===== src/rtl/reset_sequencer_if.sv =====
// reset_sequencer_if
//   Groups the control and status signals of the reset sequencer.
//   clk and rst stay outside the interface as plain scalar ports.
//
//   sw_rst_req : request, one-cycle pulse, sampled on posedge clk
//   ch_en      : per-channel enable, quasi-static
//   rst_out    : active-low channel resets, bit i = channel i
//   ready      : all enabled channels released
//   seq_cnt    : completed release sequences, saturating
//   dbg_state  : current sequencer FSM state, for checkers
//
//   Handshake: there is no valid/ready pair. sw_rst_req is a fire-and-forget
//   pulse; it takes effect only when seen while the sequencer is idle
//   (ready high, FSM in RUN) and is dropped, not queued, at any other time.
//   ready is a level, not an acknowledge.
interface reset_sequencer_if #(
    parameter int N_CH  = 4,
    parameter int CNT_W = 8
);
    logic             sw_rst_req;
    logic [N_CH-1:0]  ch_en;
    logic [N_CH-1:0]  rst_out;
    logic             ready;
    logic [CNT_W-1:0] seq_cnt;
    logic [1:0]       dbg_state;

    // master: whoever requests resets and watches status
    modport master (
        output sw_rst_req, ch_en,
        input  rst_out, ready, seq_cnt, dbg_state
    );

    // slave: the sequencer itself
    modport slave (
        input  sw_rst_req, ch_en,
        output rst_out, ready, seq_cnt, dbg_state
    );
endinterface


===== src/rtl/reset_sequencer.sv =====
// reset_sequencer
//   Multi-channel reset generator. Every channel reset is asserted
//   asynchronously by rst and released synchronously: after a synchronizer
//   and a hold period, channels are released one by one, STAGGER cycles
//   apart. A software request in RUN re-runs the hold/release part.
//
//   clk  : system clock, posedge
//   rst  : asynchronous active-low reset
//   bus  : reset_sequencer_if slave (sw_rst_req, ch_en in;
//          rst_out, ready, seq_cnt, dbg_state out)
module reset_sequencer #(
    parameter int N_CH        = 4,
    parameter int SYNC_STAGES = 2,
    parameter int HOLD_CYCLES = 3,
    parameter int STAGGER     = 2,
    parameter int CNT_W       = 8
) (
    input  logic              clk,
    input  logic              rst,
    reset_sequencer_if.slave  bus
);
    localparam int TMAX = (HOLD_CYCLES > STAGGER) ? HOLD_CYCLES : STAGGER;
    localparam int TW   = ($clog2(TMAX + 1) > 1) ? $clog2(TMAX + 1) : 1;
    localparam int IW   = (N_CH > 1) ? $clog2(N_CH) : 1;

    // Timer load values are "cycles minus one": the timer counts down to 0
    // and the action happens on the edge that sees 0.
    localparam logic [TW-1:0] HOLD_LOAD = TW'(HOLD_CYCLES - 1);
    localparam logic [TW-1:0] STAG_LOAD = TW'((STAGGER > 0) ? STAGGER - 1 : 0);
    localparam logic [IW-1:0] LAST_IDX  = IW'(N_CH - 1);

    typedef enum logic [1:0] {
        ST_ASSERT  = 2'd0,
        ST_HOLD    = 2'd1,
        ST_RELEASE = 2'd2,
        ST_RUN     = 2'd3
    } state_t;

    logic [SYNC_STAGES-1:0] sync_q;
    state_t                 state;
    logic [TW-1:0]          tmr;
    logic [IW-1:0]          idx;
    logic [N_CH-1:0]        rst_out_q;
    logic                   ready_q;
    logic [CNT_W-1:0]       cnt_q;
    logic                   sync_rise;
    logic                   seq_done;

    // Deassertion synchronizer: shifts in ones once rst is high.
    always_ff @(posedge clk or negedge rst) begin
        if (!rst) begin
            sync_q <= '0;
        end else begin
            sync_q <= {sync_q[SYNC_STAGES-2:0], 1'b1};
        end
    end

    // The edge on which the synchronizer output goes high is the edge that
    // counts as "sync high"; leaving ASSERT on that edge lets the hold period
    // start counting on the very next edge.
    assign sync_rise = sync_q[SYNC_STAGES-2] & ~sync_q[SYNC_STAGES-1];

    // Last release slot of the sequence is being taken on this edge.
    assign seq_done = ((state == ST_HOLD) && (tmr == '0) && ((STAGGER == 0) || (N_CH == 1)))
                   || ((state == ST_RELEASE) && (tmr == '0) && (idx == LAST_IDX));

    always_ff @(posedge clk or negedge rst) begin
        if (!rst) begin
            state     <= ST_ASSERT;
            tmr       <= '0;
            idx       <= '0;
            rst_out_q <= '0;
            ready_q   <= 1'b0;
            cnt_q     <= '0;
        end else begin
            case (state)
                ST_ASSERT: begin
                    if (sync_rise) begin
                        state <= ST_HOLD;
                        tmr   <= HOLD_LOAD;
                    end
                end
                ST_HOLD: begin
                    if (tmr != '0) begin
                        tmr <= tmr - TW'(1);
                    end else if (STAGGER == 0) begin
                        rst_out_q <= bus.ch_en;
                    end else begin
                        // Slot 0; a disabled channel simply keeps its 0.
                        rst_out_q[0] <= bus.ch_en[0];
                        if (N_CH > 1) begin
                            state <= ST_RELEASE;
                            idx   <= IW'(1);
                            tmr   <= STAG_LOAD;
                        end
                    end
                end
                ST_RELEASE: begin
                    if (tmr != '0) begin
                        tmr <= tmr - TW'(1);
                    end else begin
                        rst_out_q[idx] <= bus.ch_en[idx];
                        if (idx != LAST_IDX) begin
                            idx <= idx + IW'(1);
                            tmr <= STAG_LOAD;
                        end
                    end
                end
                ST_RUN: begin
                    // Software reset skips the synchronizer: clk is known good.
                    if (bus.sw_rst_req) begin
                        rst_out_q <= '0;
                        ready_q   <= 1'b0;
                        state     <= ST_HOLD;
                        tmr       <= HOLD_LOAD;
                    end
                end
                default: state <= ST_ASSERT;
            endcase

            if (seq_done) begin
                state   <= ST_RUN;
                ready_q <= 1'b1;
                if (cnt_q != {CNT_W{1'b1}}) begin
                    cnt_q <= cnt_q + CNT_W'(1);
                end
            end
        end
    end

    assign bus.rst_out   = rst_out_q;
    assign bus.ready     = ready_q;
    assign bus.seq_cnt   = cnt_q;
    assign bus.dbg_state = state;
endmodule

===== src/flat_wrapper.sv =====
// flat-port wrapper written by rule: the top's interface ports become plain ports
module reset_sequencer_flat 
#(
    parameter int N_CH        = 4,
    parameter int SYNC_STAGES = 2,
    parameter int HOLD_CYCLES = 3,
    parameter int STAGGER     = 2,
    parameter int CNT_W       = 8
)
  (clk, rst, bus_sw_rst_req, bus_ch_en, bus_rst_out, bus_ready, bus_seq_cnt, bus_dbg_state);
  reset_sequencer_if #(.N_CH(N_CH), .CNT_W(CNT_W)) bus_i ();
  input  logic clk;
  input  logic rst;
  input wire logic [$bits(bus_i.sw_rst_req)-1:0] bus_sw_rst_req;
  input wire logic [$bits(bus_i.ch_en)-1:0] bus_ch_en;
  output wire logic [$bits(bus_i.rst_out)-1:0] bus_rst_out;
  output wire logic [$bits(bus_i.ready)-1:0] bus_ready;
  output wire logic [$bits(bus_i.seq_cnt)-1:0] bus_seq_cnt;
  output wire logic [$bits(bus_i.dbg_state)-1:0] bus_dbg_state;
  assign bus_i.sw_rst_req = bus_sw_rst_req;
  assign bus_i.ch_en = bus_ch_en;
  assign bus_rst_out = bus_i.rst_out;
  assign bus_ready = bus_i.ready;
  assign bus_seq_cnt = bus_i.seq_cnt;
  assign bus_dbg_state = bus_i.dbg_state;
  reset_sequencer #(.N_CH(N_CH), .SYNC_STAGES(SYNC_STAGES), .HOLD_CYCLES(HOLD_CYCLES), .STAGGER(STAGGER), .CNT_W(CNT_W)) u_core (.clk(clk), .rst(rst), .bus(bus_i));
endmodule

===== config.mk =====
export PLATFORM = sky130hd
export DESIGN_NAME = reset_sequencer_flat
export DESIGN_NICKNAME = d
export VERILOG_FILES = /design/src/rtl/reset_sequencer_if.sv /design/src/rtl/reset_sequencer.sv /design/src/flat_wrapper.sv
export SDC_FILE = /design/constraint.sdc
export NUM_CORES = 1
export LEC_CHECK = 0
export ABC_AREA = 0
export CORE_MARGIN = 2
export CORE_UTILIZATION = 43
export CTS_BUF_LIST = sky130_fd_sc_hd__clkbuf_8
export DETAILED_ROUTE_END_ITERATION = 7
export PLACE_DENSITY = 0.76
export SLEW_MARGIN = 15
export SYNTH_ARGS = -nofsm -noshare
export SYNTH_HDL_FRONTEND = slang
export SYNTH_SLANG_ARGS = --single-unit

===== constraint.sdc =====
create_clock -name clk -period 2.1 [get_ports clk]
set_input_delay 0.525 -clock clk [delete_from_list [all_inputs] [get_ports clk]]
set_output_delay 0.525 -clock clk [all_outputs]
set_load 0.03 [all_outputs]

Word level (Yosys, flattened, before mapping)
Cells that the tools add are included.
- shifts and indexed selects: 0
- bitwise gates (word level): 2
- divide/modulo/power cells: 0
- add/subtract/negate cells: 3
- equality and inequality tests: 15
- magnitude comparators: 2
- muxes and demuxes: 28
- multiply operators: 0
- reduce and logical (&&, ||, !) cells: 19
- operator list (operator ; count):
    2-bit 2-to-1 mux ; 12
    4-bit AND reduction ; 3
    2-bit != test, second input constant ; 5
    2-bit nonzero test ; 5
    8-bit by 1-bit adder with 8-bit output, second input constant ; 1
    4-bit 2-to-1 mux ; 2
    8-bit != test, second input constant ; 1
    2-bit case mux with 4 select lines ; 1
    2-bit equality test, second input constant ; 3
    1-bit 2-to-1 mux ; 6
    3-bit by 2-bit != test with 1-bit output, second input constant ; 2
    2-bit case mux with 3 select lines ; 1
    3-bit case mux with 2 select lines ; 1
    3-bit AND reduction ; 2
    4-bit bitwise mux ; 1
    2-bit zero test ; 2
    2-bit case mux with 2 select lines ; 1
    2-bit AND reduction ; 2
    4-bit nonzero test ; 1
    1-bit logical AND ; 3
    2-bit by 3-bit less-than comparator with 1-bit output, second input constant ; 1
    3-bit by 1-bit != test with 1-bit output, second input constant ; 1
    3-bit != test, second input constant ; 1
    1-bit case mux with 3 select lines ; 1
    other kinds (10) ; 10
- bits in registers: 21
- memories: 0
- bits in writable memories: 0
- bits of input ports: 7
- ROM bits: 0
- output and inout bits: 15
- latch bits: 0

Logic depth before layout (Yosys ltp)
Gate-level depths: netlist (run 1).
- depth after elaboration: 7
- gate-level depth with buffers: 7
- gate-level depth less buffers: 6

Least setup slack after synthesis (run 1)
No wires, ideal clock.
- kind: reg2reg
- start: register u_core.state[0] (netlist: u_core.bus.dbg_state[0])
- end: register u_core.cnt_q[7] (netlist: u_core.bus.seq_cnt[7])
- data arrival time: 1.764 ns
- required time: 1.975 ns
- clock period less this slack: 1.889 ns
- slack: 0.211 ns
- setup time: 0.125 ns
- stages on the path, launching flop included: 7
- buffers on the path: 0
- cell sequence: dfrtp_1 > inv_1 > ha_1 > nand4bb_4 > nor3_1 > and4_1 > mux2_2
- word-level cells in the longest chain between the ends: 4
- ends and longest elaborated chain (item ; line ; source):
    from (decl) ; reset_sequencer.sv:40 ; state_t state;
    from (signal assigned) ; reset_sequencer.sv:69 ; state <= ST_ASSERT;
    from (signal assigned) ; reset_sequencer.sv:79 ; state <= ST_HOLD;
    from (signal assigned) ; reset_sequencer.sv:92 ; state <= ST_RELEASE;
    2-bit equality test ; reset_sequencer.sv:65 ; || ((state == ST_RELEASE) && (tmr == '0) && (idx == LAST_IDX));
    1-bit logical AND (2 in a row) ; reset_sequencer.sv:65 ;
    2-bit AND reduction (no line) ; n/a ;
    to (signal assigned) ; reset_sequencer.sv:125 ; cnt_q <= cnt_q + CNT_W'(1);
    to (decl) ; reset_sequencer.sv:45 ; logic [CNT_W-1:0] cnt_q;
No other way between the ends.
A chain may end at the register's enable or synchronous reset.

Worst setup path in the final report (run 1)
- start: register u_core.cnt_q[4] (netlist: u_core.bus.seq_cnt[4])
- end: output port bus_seq_cnt[4]
- RTL lines (item ; line ; source):
    to (decl) ; flat_wrapper.sv:18 ; output wire logic [$bits(bus_i.seq_cnt)-1:0] bus_seq_cnt;
No word-level cell between the ends.

==> flow_summary.ini, run 1 <==
[status]
run_status = completed

[setup_path]
crit_slowest_cell = clkdlybuf4s50_1
endpoint_kind = output pin
critPathKind = reg -> out
crit_chain = clkdlybuf4s50_1
worst-path-buf-inv = 1
cp_top_family = buffers and inverters
max_stage_delay_ns = 0.71
crit_fanout = 6
start_kind = register
worstPathArrival_ns = 1.42
required_ns = 1.57

[logic_synthesis]
yosysWarnings = 0
synth_seq_cells = 21
synth_edf_count = 0
syn_inst = 120
async_flop_share_pct = 100.0
synth_area_um2 = 1226
synthFlopType = dfrtp_1
syn_nets = 137
synthTopCellsByArea = dfrtp_1 43%, ha_1 10%, nand2_1 5.5%, mux2_2 3.7%, a21oi_1 3.3%
yosysSeqAreaShare_pct = 42.86
synth_area_leader_cell = dfrtp_1
synth_cell_types = 36
synthTopCellsByCount = 21 x dfrtp_1, 18 x nand2_1, 10 x ha_1, 8 x a21oi_1
netlist.area_leader.share_pct = 42.86
syn_avg_cell_area_um2 = 10.22
yosysMostFrequentCell = dfrtp_1

[layout]
finalNonFillerCells = 177
final_nets = 164
num_antenna_cells = 0
fin_area_um2 = 1528
drive_gt1_share_pct = 10.27
area_growth_syn_to_layout_pct = 24.59

[power_and_ir_drop]
power_frac_seq_pct = 34.7
p_int_mw = 1.058
switching_share_pct = 41.79
p_leak_nw = 0.7082
combPwrFrac_pct = 51.2
clkPwrFrac_pct = 14.0
power.density_nw_per_um2 = 1190
ir_worst_vdd_v = 0.0009080
p_sw_uw = 759.8

[clocking]
cts_inserted_buffers = 3
postCtsSetupRepairBufs = 0
cts_tree = done
htreeDepth = 1
clk_latency_ns = 0.26
cts_sinks = 21
clk_path_buf_depth = 2
clk_pin_slew_ns = 0.07
root_buffer = clkbuf_8
cts_resized = 0
holdBufCountCts = 0

[floorplan]
rows = 19
core_um2 = 2734
die-area_um2 = 3295
start_util_pct = 44.85
die_w_um = 57.40
die_h_um = 57.40
io_pins = 22

[timing]
period_share_pct = 92.60
finalSetupTns_ns = 0
finalClockSkew_ns = 0.002592
max_freq_mhz = 514.3
setup_viol = 0
fin_ws_ns = 0.1555
fin_crit_ns = 1.945
rsz0062_at_grt = false
hold_viol = 0
drv_slew = 0

[global_route]
grtUsageTotal_pct = 16.23
grt_pass1_wl_um = 4167
grt_pass1_vias = 965
antenna_found_initial = 0
grt_overflow = 0
grt_max_degree = 22

[route]
routed_wl_um = 2408
drtIter0Drc = 33
vias_per_cell = 5.441
ant_nets = 0
wl_per_cell_um = 13.60
vias = 963
drc = 0
dr.pass1.iters = 4

[placed_design]
dp_cells = 173
dp_worst_setup_slack_ns = 0.2331
dpl-instance-area_um2 = 1483
place_congestion = 0.8292
hpwl_um = 1790
io_buffers = 21

[min_path]
hold_path_class = reg -> reg

[job]
max-cap-violations = 0
[per-stage QoR]
step	power, mW	utilization, %	hold slack (ns)
after floorplan	1.290	-	0.2294
after global placement	1.545	54.23	0.3652
after detailed placement	1.567	54.23	0.3707
after CTS	1.828	55.88	0.3866
after global routing	1.964	55.88	0.4037
final	1.818	55.88	0.3833
[kinds of logic (layout without fill, tap and decap cells)]
family,Yosys count,in the layout,share of synthesized area (%)
buffers and inverters,7,33,2.755
adders and majority gates,10,10,10.20
and+or+nand+nor,44,44,20.51
muxes,9,9,8.775
xor gates and xnor gates,3,3,2.143
AOI/OAI and AO/OA,25,25,12.45
DFF,21,21,42.86
other,1,1,0.3058
[sequential cells by signal (all words and copies together), names as in the netlist]
| name | cells |
|---|---|
| u_core.bus.seq_cnt | 8 |
| u_core.bus.rst_out | 4 |
| u_core.bus.dbg_state | 2 |
| u_core.idx | 2 |
| u_core.sync_q | 2 |
| u_core.tmr | 2 |
| u_core.bus.ready | 1 |
[area by class of cell]
cell class,count,area (um2)
clock inverters,1,3.754
well taps,31,38.79
multi-input cells,92,666.9
clock buffers,3,41.29
flip-flops and latches,21,525.5
inverters,5,18.77
fillers,245,1206
repair buffers,24,232.7
[path summary, 6_finish.rpt]
path	from	to	slack, ns	depth (start not counted)
min reg2reg	u_core.sync_q[0]	u_core.sync_q[1]	0.38	0
max in group asynchronous	rst	u_core.bus.seq_cnt[5]	1.27	2
min	u_core.sync_q[0]	u_core.sync_q[1]	0.38	0
max reg2reg	u_core.bus.dbg_state[0]	u_core.bus.seq_cnt[7]	0.22	6
max	u_core.bus.seq_cnt[4]	bus_seq_cnt[4]	0.16	1
min in group asynchronous	rst	u_core.bus.dbg_state[0]	0.61	2
[power groups by stage]
stage | clock network (mW) | registers, mW | logic [mW]
after floorplan | 0 | 0.742 | 0.548
after global placement | 0 | 0.632 | 0.913
after detailed placement | 0 | 0.638 | 0.929
after CTS | 0.263 | 0.630 | 0.935
after global routing | 0.286 | 0.653 | 1.02
final | 0.255 | 0.632 | 0.931
[placed cells by master, fill, tap and decap left out, types with 2 or more instances in the layout]
cell type,n
buf_4,3
a21oi_1,8
inv_1,6
ha_1,10
xnor2_1,2
o21ai_0,6
nor3_1,2
clkdlybuf4s50_1,21
nor2_1,6
clkbuf_8,3
mux2i_1,4
nor2b_1,2
nor4b_1,2
nand2_1,18
mux2_2,4
a21o_1,3
nand3_1,3
and3_1,2
dfrtp_1,21
and4_1,2
nand2b_1,2
[per-layer routing]
layer,global-route usage (%),vias up,routed length (um)
li1,-,480,-
met1,20.49,454,1153
met2,26.46,25,1117
met3,4.535,4,114
met4,5.980,0,22
met5,0,-,0
Power figures use the tool's default switching activity.
==> run 2, diff against run 1 <==
--- a/config.mk
+++ b/config.mk
@@ -11,6 +11,7 @@
 export CTS_BUF_LIST = sky130_fd_sc_hd__clkbuf_8
 export DETAILED_ROUTE_END_ITERATION = 7
 export PLACE_DENSITY = 0.76
+export REMOVE_ABC_BUFFERS = 1
 export SLEW_MARGIN = 15
 export SYNTH_ARGS = -nofsm -noshare
 export SYNTH_HDL_FRONTEND = slang
==> flow_summary.ini, run 2 (synthesis gave the netlist of run 1 again) <==
[route]
drtIter0Drc = 26
drc = 0
vias = 983
routed_wl_um = 2603
wl_per_cell_um = 14.71
vias_per_cell = 5.554
dr.pass1.iters = 4
ant_nets = 0

[power_and_ir_drop]
power.density_nw_per_um2 = 1212
ir_worst_vdd_v = 0.0006306
total_power_mw = 1.853
p_leak_nw = 0.7068

[clocking]
cts_inserted_buffers = 3
cts_resized = 0
clk_latency_ns = 0.25
htreeDepth = 1
cts_sinks = 21
holdBufCountCts = 0
clk_path_buf_depth = 2
root_buffer = clkbuf_8
clk_pin_slew_ns = 0.08
cts_tree = done
postCtsSetupRepairBufs = 0

[placed_design]
io_buffers = 21
hpwl_um = 1957
place_congestion = 0.8276
dp_worst_setup_slack_ns = 0.2025

[timing]
fin_crit_ns = 1.933
hold_slack_ns = 0.3893
fin_ws_ns = 0.1666
drv_slew = 0
hold_viol = 0
finalSetupTns_ns = 0
max_freq_mhz = 517.2
finalClockSkew_ns = 0.001459
rsz0062_at_grt = false
setup_viol = 0
period_share_pct = 92.07

[floorplan]
io_pins = 22
die_w_um = 57.40
die-area_um2 = 3295
die_h_um = 57.40
core_um2 = 2734
start_util_pct = 44.85
rows = 19

[job]
max-cap-violations = 0

[layout]
largest_register_ffs = 8
drive_gt1_share_pct = 10.96
final_cell_mix = 21 x clkdlybuf4s50_1, 21 x dfrtp_1, 18 x nand2_1
final_nets = 164
num_antenna_cells = 0
area_growth_syn_to_layout_pct = 24.69
fillers = 246

[global_route]
grt_max_degree = 22
grt_pass1_vias = 1086
grt_pass1_wl_um = 4560
grt_overflow = 0
antenna_found_initial = 0
grtUsageTotal_pct = 17.34

[setup_path]
worstRegToRegCells = 6
r2r_end = u_core.bus.seq_cnt[7]
endpoint = u_core.bus.seq_cnt[7]
critPathKind = reg -> reg
crit_fanout = 6
required_ns = 2.24
worst-r2r-setup-slack_ns = 0.17
worstPathArrival_ns = 2.08
endpoint_kind = register
cp-startpoint = u_core.bus.dbg_state[0]
start_kind = register
r2r-start = u_core.bus.dbg_state[0]

[status]
run_status = completed

[min_path]
hold_path_class = reg -> reg
## run 2: where the power goes
group          switching [mW]  internal, mW  total (mW)  leakage [nW]
clock                   0.130         0.132       0.262        0.0255
sequential              0.127         0.509       0.636         0.271
combinational           0.535         0.420       0.955         0.410
## run 2: final cells by class
| cell class | count | area (um2) | share of cell area, % |
|---|---|---|---|
| multi-input combinational | 92 | 666.9 | 43.62 |
| sequential | 21 | 525.5 | 34.37 |
| timing repair buffer | 24 | 232.7 | 15.22 |
| clock buffer | 3 | 41.29 | 2.700 |
| tap | 31 | 38.79 | 2.537 |
| inverter | 5 | 18.77 | 1.227 |
| clock inverter | 1 | 5.005 | 0.3273 |
## run 2: per-stage QoR
stage          util (%)  cells  instance area, um2
6_report          55.93    177                1529
5_1_grt           55.93    177                1529
4_1_cts           55.93    177                1529
3_5_place_dp      54.23    173                1483
3_3_place_gp      54.23    173                1483
2_1_floorplan         -    118                1211
## run 2: how the worst min path moves through the flow
stage | end | startpoint | cells after the start | slack [ns]
after global placement | u_core.sync_q[1] | u_core.sync_q[0] | 0 | 0.36
after detailed placement | u_core.sync_q[1] | u_core.sync_q[0] | 0 | 0.37
after floorplan | u_core.bus.dbg_state[0] | rst | 0 | 0.23
after CTS | u_core.sync_q[1] | u_core.sync_q[0] | 0 | 0.39
after global routing | u_core.sync_q[1] | u_core.sync_q[0] | 0 | 0.40
final | u_core.sync_q[1] | u_core.sync_q[0] | 0 | 0.39
## run 2: metal layers
metal  vias to the layer above  GRT usage (%)  share of wire [%]
met1                       480          21.59                 46
met4                         0          5.316               0.54
met3                         2          4.308                4.3
met5                         -              0                  0
met2                        22          29.55                 49
li1                        479              -                  -
## run 2: worst max-delay path, stage by stage (launching register included)
cell       delay, ns
dfrtp_1         0.43
inv_1           0.13
ha_1            0.23
nand4bb_4       0.18
nor3_1          0.29
and4_1          0.24
mux2_2          0.33
==> run 3, diff against run 2 <==
--- a/config.mk
+++ b/config.mk
@@ -6,7 +6,6 @@
 export NUM_CORES = 1
 export LEC_CHECK = 0
 export ABC_AREA = 0
-export CORE_MARGIN = 2
 export CORE_UTILIZATION = 43
 export CTS_BUF_LIST = sky130_fd_sc_hd__clkbuf_8
 export DETAILED_ROUTE_END_ITERATION = 7
==> flow_summary.ini, run 3 (synthesis gave the netlist of run 1 again) <==
[status]
run_status = completed

[global_route]
antenna_found_initial = 0
grt_pass1_vias = 956
grtUsageTotal_pct = 16.82
grt_overflow = 0
grt_max_degree = 22
grt_pass1_wl_um = 4146

[route]
vias = 997
ant_nets = 0
routed_wl_um = 2442
wl_per_cell_um = 13.80
dr.pass1.iters = 4
drc = 0
drtIter0Drc = 9
vias_per_cell = 5.633

[timing]
finalSetupTns_ns = 0
fin_ws_ns = 0.09933
setup_viol = 0
finalClockSkew_ns = 0.004025
fin_crit_ns = 2.001
drv_slew = 0
hold_viol = 0
rsz0062_at_grt = false
period_share_pct = 95.27
max_freq_mhz = 499.8

[clocking]
cts_tree = done
clk_latency_ns = 0.26
cts_sinks = 21
htreeDepth = 1
root_buffer = clkbuf_8
clk_path_buf_depth = 2
holdBufCountCts = 0
cts_resized = 0
postCtsSetupRepairBufs = 0
cts_inserted_buffers = 3
clk_pin_slew_ns = 0.08

[layout]
fillers = 256
final_cell_mix = 21 x clkdlybuf4s50_1, 21 x dfrtp_1, 18 x nand2_1
drive_gt1_share_pct = 10.96
largest_register_ffs = 8
fin_area_um2 = 1529
multi_input_area_um2 = 666.9
seq_area_um2 = 525.5
final_nets = 164
area_growth_syn_to_layout_pct = 24.69
num_antenna_cells = 0

[power_and_ir_drop]
clkPwrFrac_pct = 14.5
p_int_mw = 1.059
p_leak_nw = 0.7068
combPwrFrac_pct = 50.8
ir_worst_vdd_v = 0.0007233
switching_share_pct = 41.83
p_sw_uw = 761.3
power.density_nw_per_um2 = 1190
power_frac_seq_pct = 34.7

[setup_path]
cp-startpoint = u_core.bus.dbg_state[0]
worst-r2r-setup-slack_ns = 0.1
r2r-start = u_core.bus.dbg_state[0]
endpoint = u_core.bus.seq_cnt[7]
worstPathArrival_ns = 2.14
crit_chain = inv_1 -> ha_1 -> nand4bb_4 -> nor3_1 -> and4_1 -> mux2_2
crit_slowest_cell = dfrtp_1
start_kind = register
crit_fanout = 6
worst-path-buf-inv = 1
critPathKind = reg -> reg
max_stage_delay_ns = 0.44
worstRegToRegCells = 6
worst-path-stages = 6
r2r_end = u_core.bus.seq_cnt[7]
cp_top_family = simple AND/OR/NAND/NOR gates
endpoint_kind = register
required_ns = 2.24

[floorplan]
die_h_um = 55.40
start_util_pct = 44.85
die-area_um2 = 3069
die_w_um = 55.40
core_um2 = 2734
io_pins = 22
rows = 19

[placed_design]
place_congestion = 0.7775
hpwl_um = 1830
dpl-instance-area_um2 = 1483
dp_worst_setup_slack_ns = 0.1359
io_buffers = 21

[min_path]
hold_depth = 0
hold_path_class = reg -> reg

[job]
max-cap-violations = 0
-- run 3: metal layers --
metal | wire (um) | share of wire, % | GRT usage [%]
met5 | 0 | 0 | 0
met2 | 1202 | 49 | 28.06
met1 | 1118 | 46 | 21.10
met3 | 101 | 4.1 | 3.981
met4 | 19 | 0.78 | 6.429
-- run 3: area by class of cell --
cell class,count,area share [%]
clock buffer,3,2.700
clock inverter,1,0.3273
inverter,5,1.227
multi-input combinational,92,43.62
sequential,21,34.37
tap,31,2.537
timing repair buffer,24,15.22
-- run 3: worst register-to-register path, stage by stage, from the launching register on --
cell,delay [ns]
dfrtp_1,0.44
inv_1,0.14
ha_1,0.23
nand4bb_4,0.18
nor3_1,0.29
and4_1,0.25
mux2_2,0.36
-- run 3: power groups by stage --
| stage | sequential [mW] | clock (mW) | combinational, mW |
|---|---|---|---|
| after floorplan | 0.753 | 0 | 0.515 |
| after global placement | 0.633 | 0 | 0.907 |
| after detailed placement | 0.641 | 0 | 0.925 |
| after CTS | 0.633 | 0.276 | 0.930 |
| after global routing | 0.651 | 0.290 | 1.01 |
| final | 0.631 | 0.265 | 0.925 |
-- run 3: worst min path at each step --
stage / startpoint / endpoint
floorplan: rst / u_core.bus.dbg_state[0]
global placement: u_core.sync_q[0] / u_core.sync_q[1]
detailed placement: u_core.sync_q[0] / u_core.sync_q[1]
CTS: u_core.sync_q[0] / u_core.sync_q[1]
global route: u_core.sync_q[0] / u_core.sync_q[1]
finish: u_core.sync_q[0] / u_core.sync_q[1]
-- run 3: per-stage QoR --
step	hold WS, ns	power [mW]	instances	utilization (%)
after floorplan	0.2294	1.268	118	-
after global placement	0.3644	1.540	173	54.23
after detailed placement	0.3731	1.566	173	54.23
after CTS	0.3917	1.840	177	55.93
after global routing	0.4062	1.953	177	55.93
final	0.3876	1.820	177	55.93
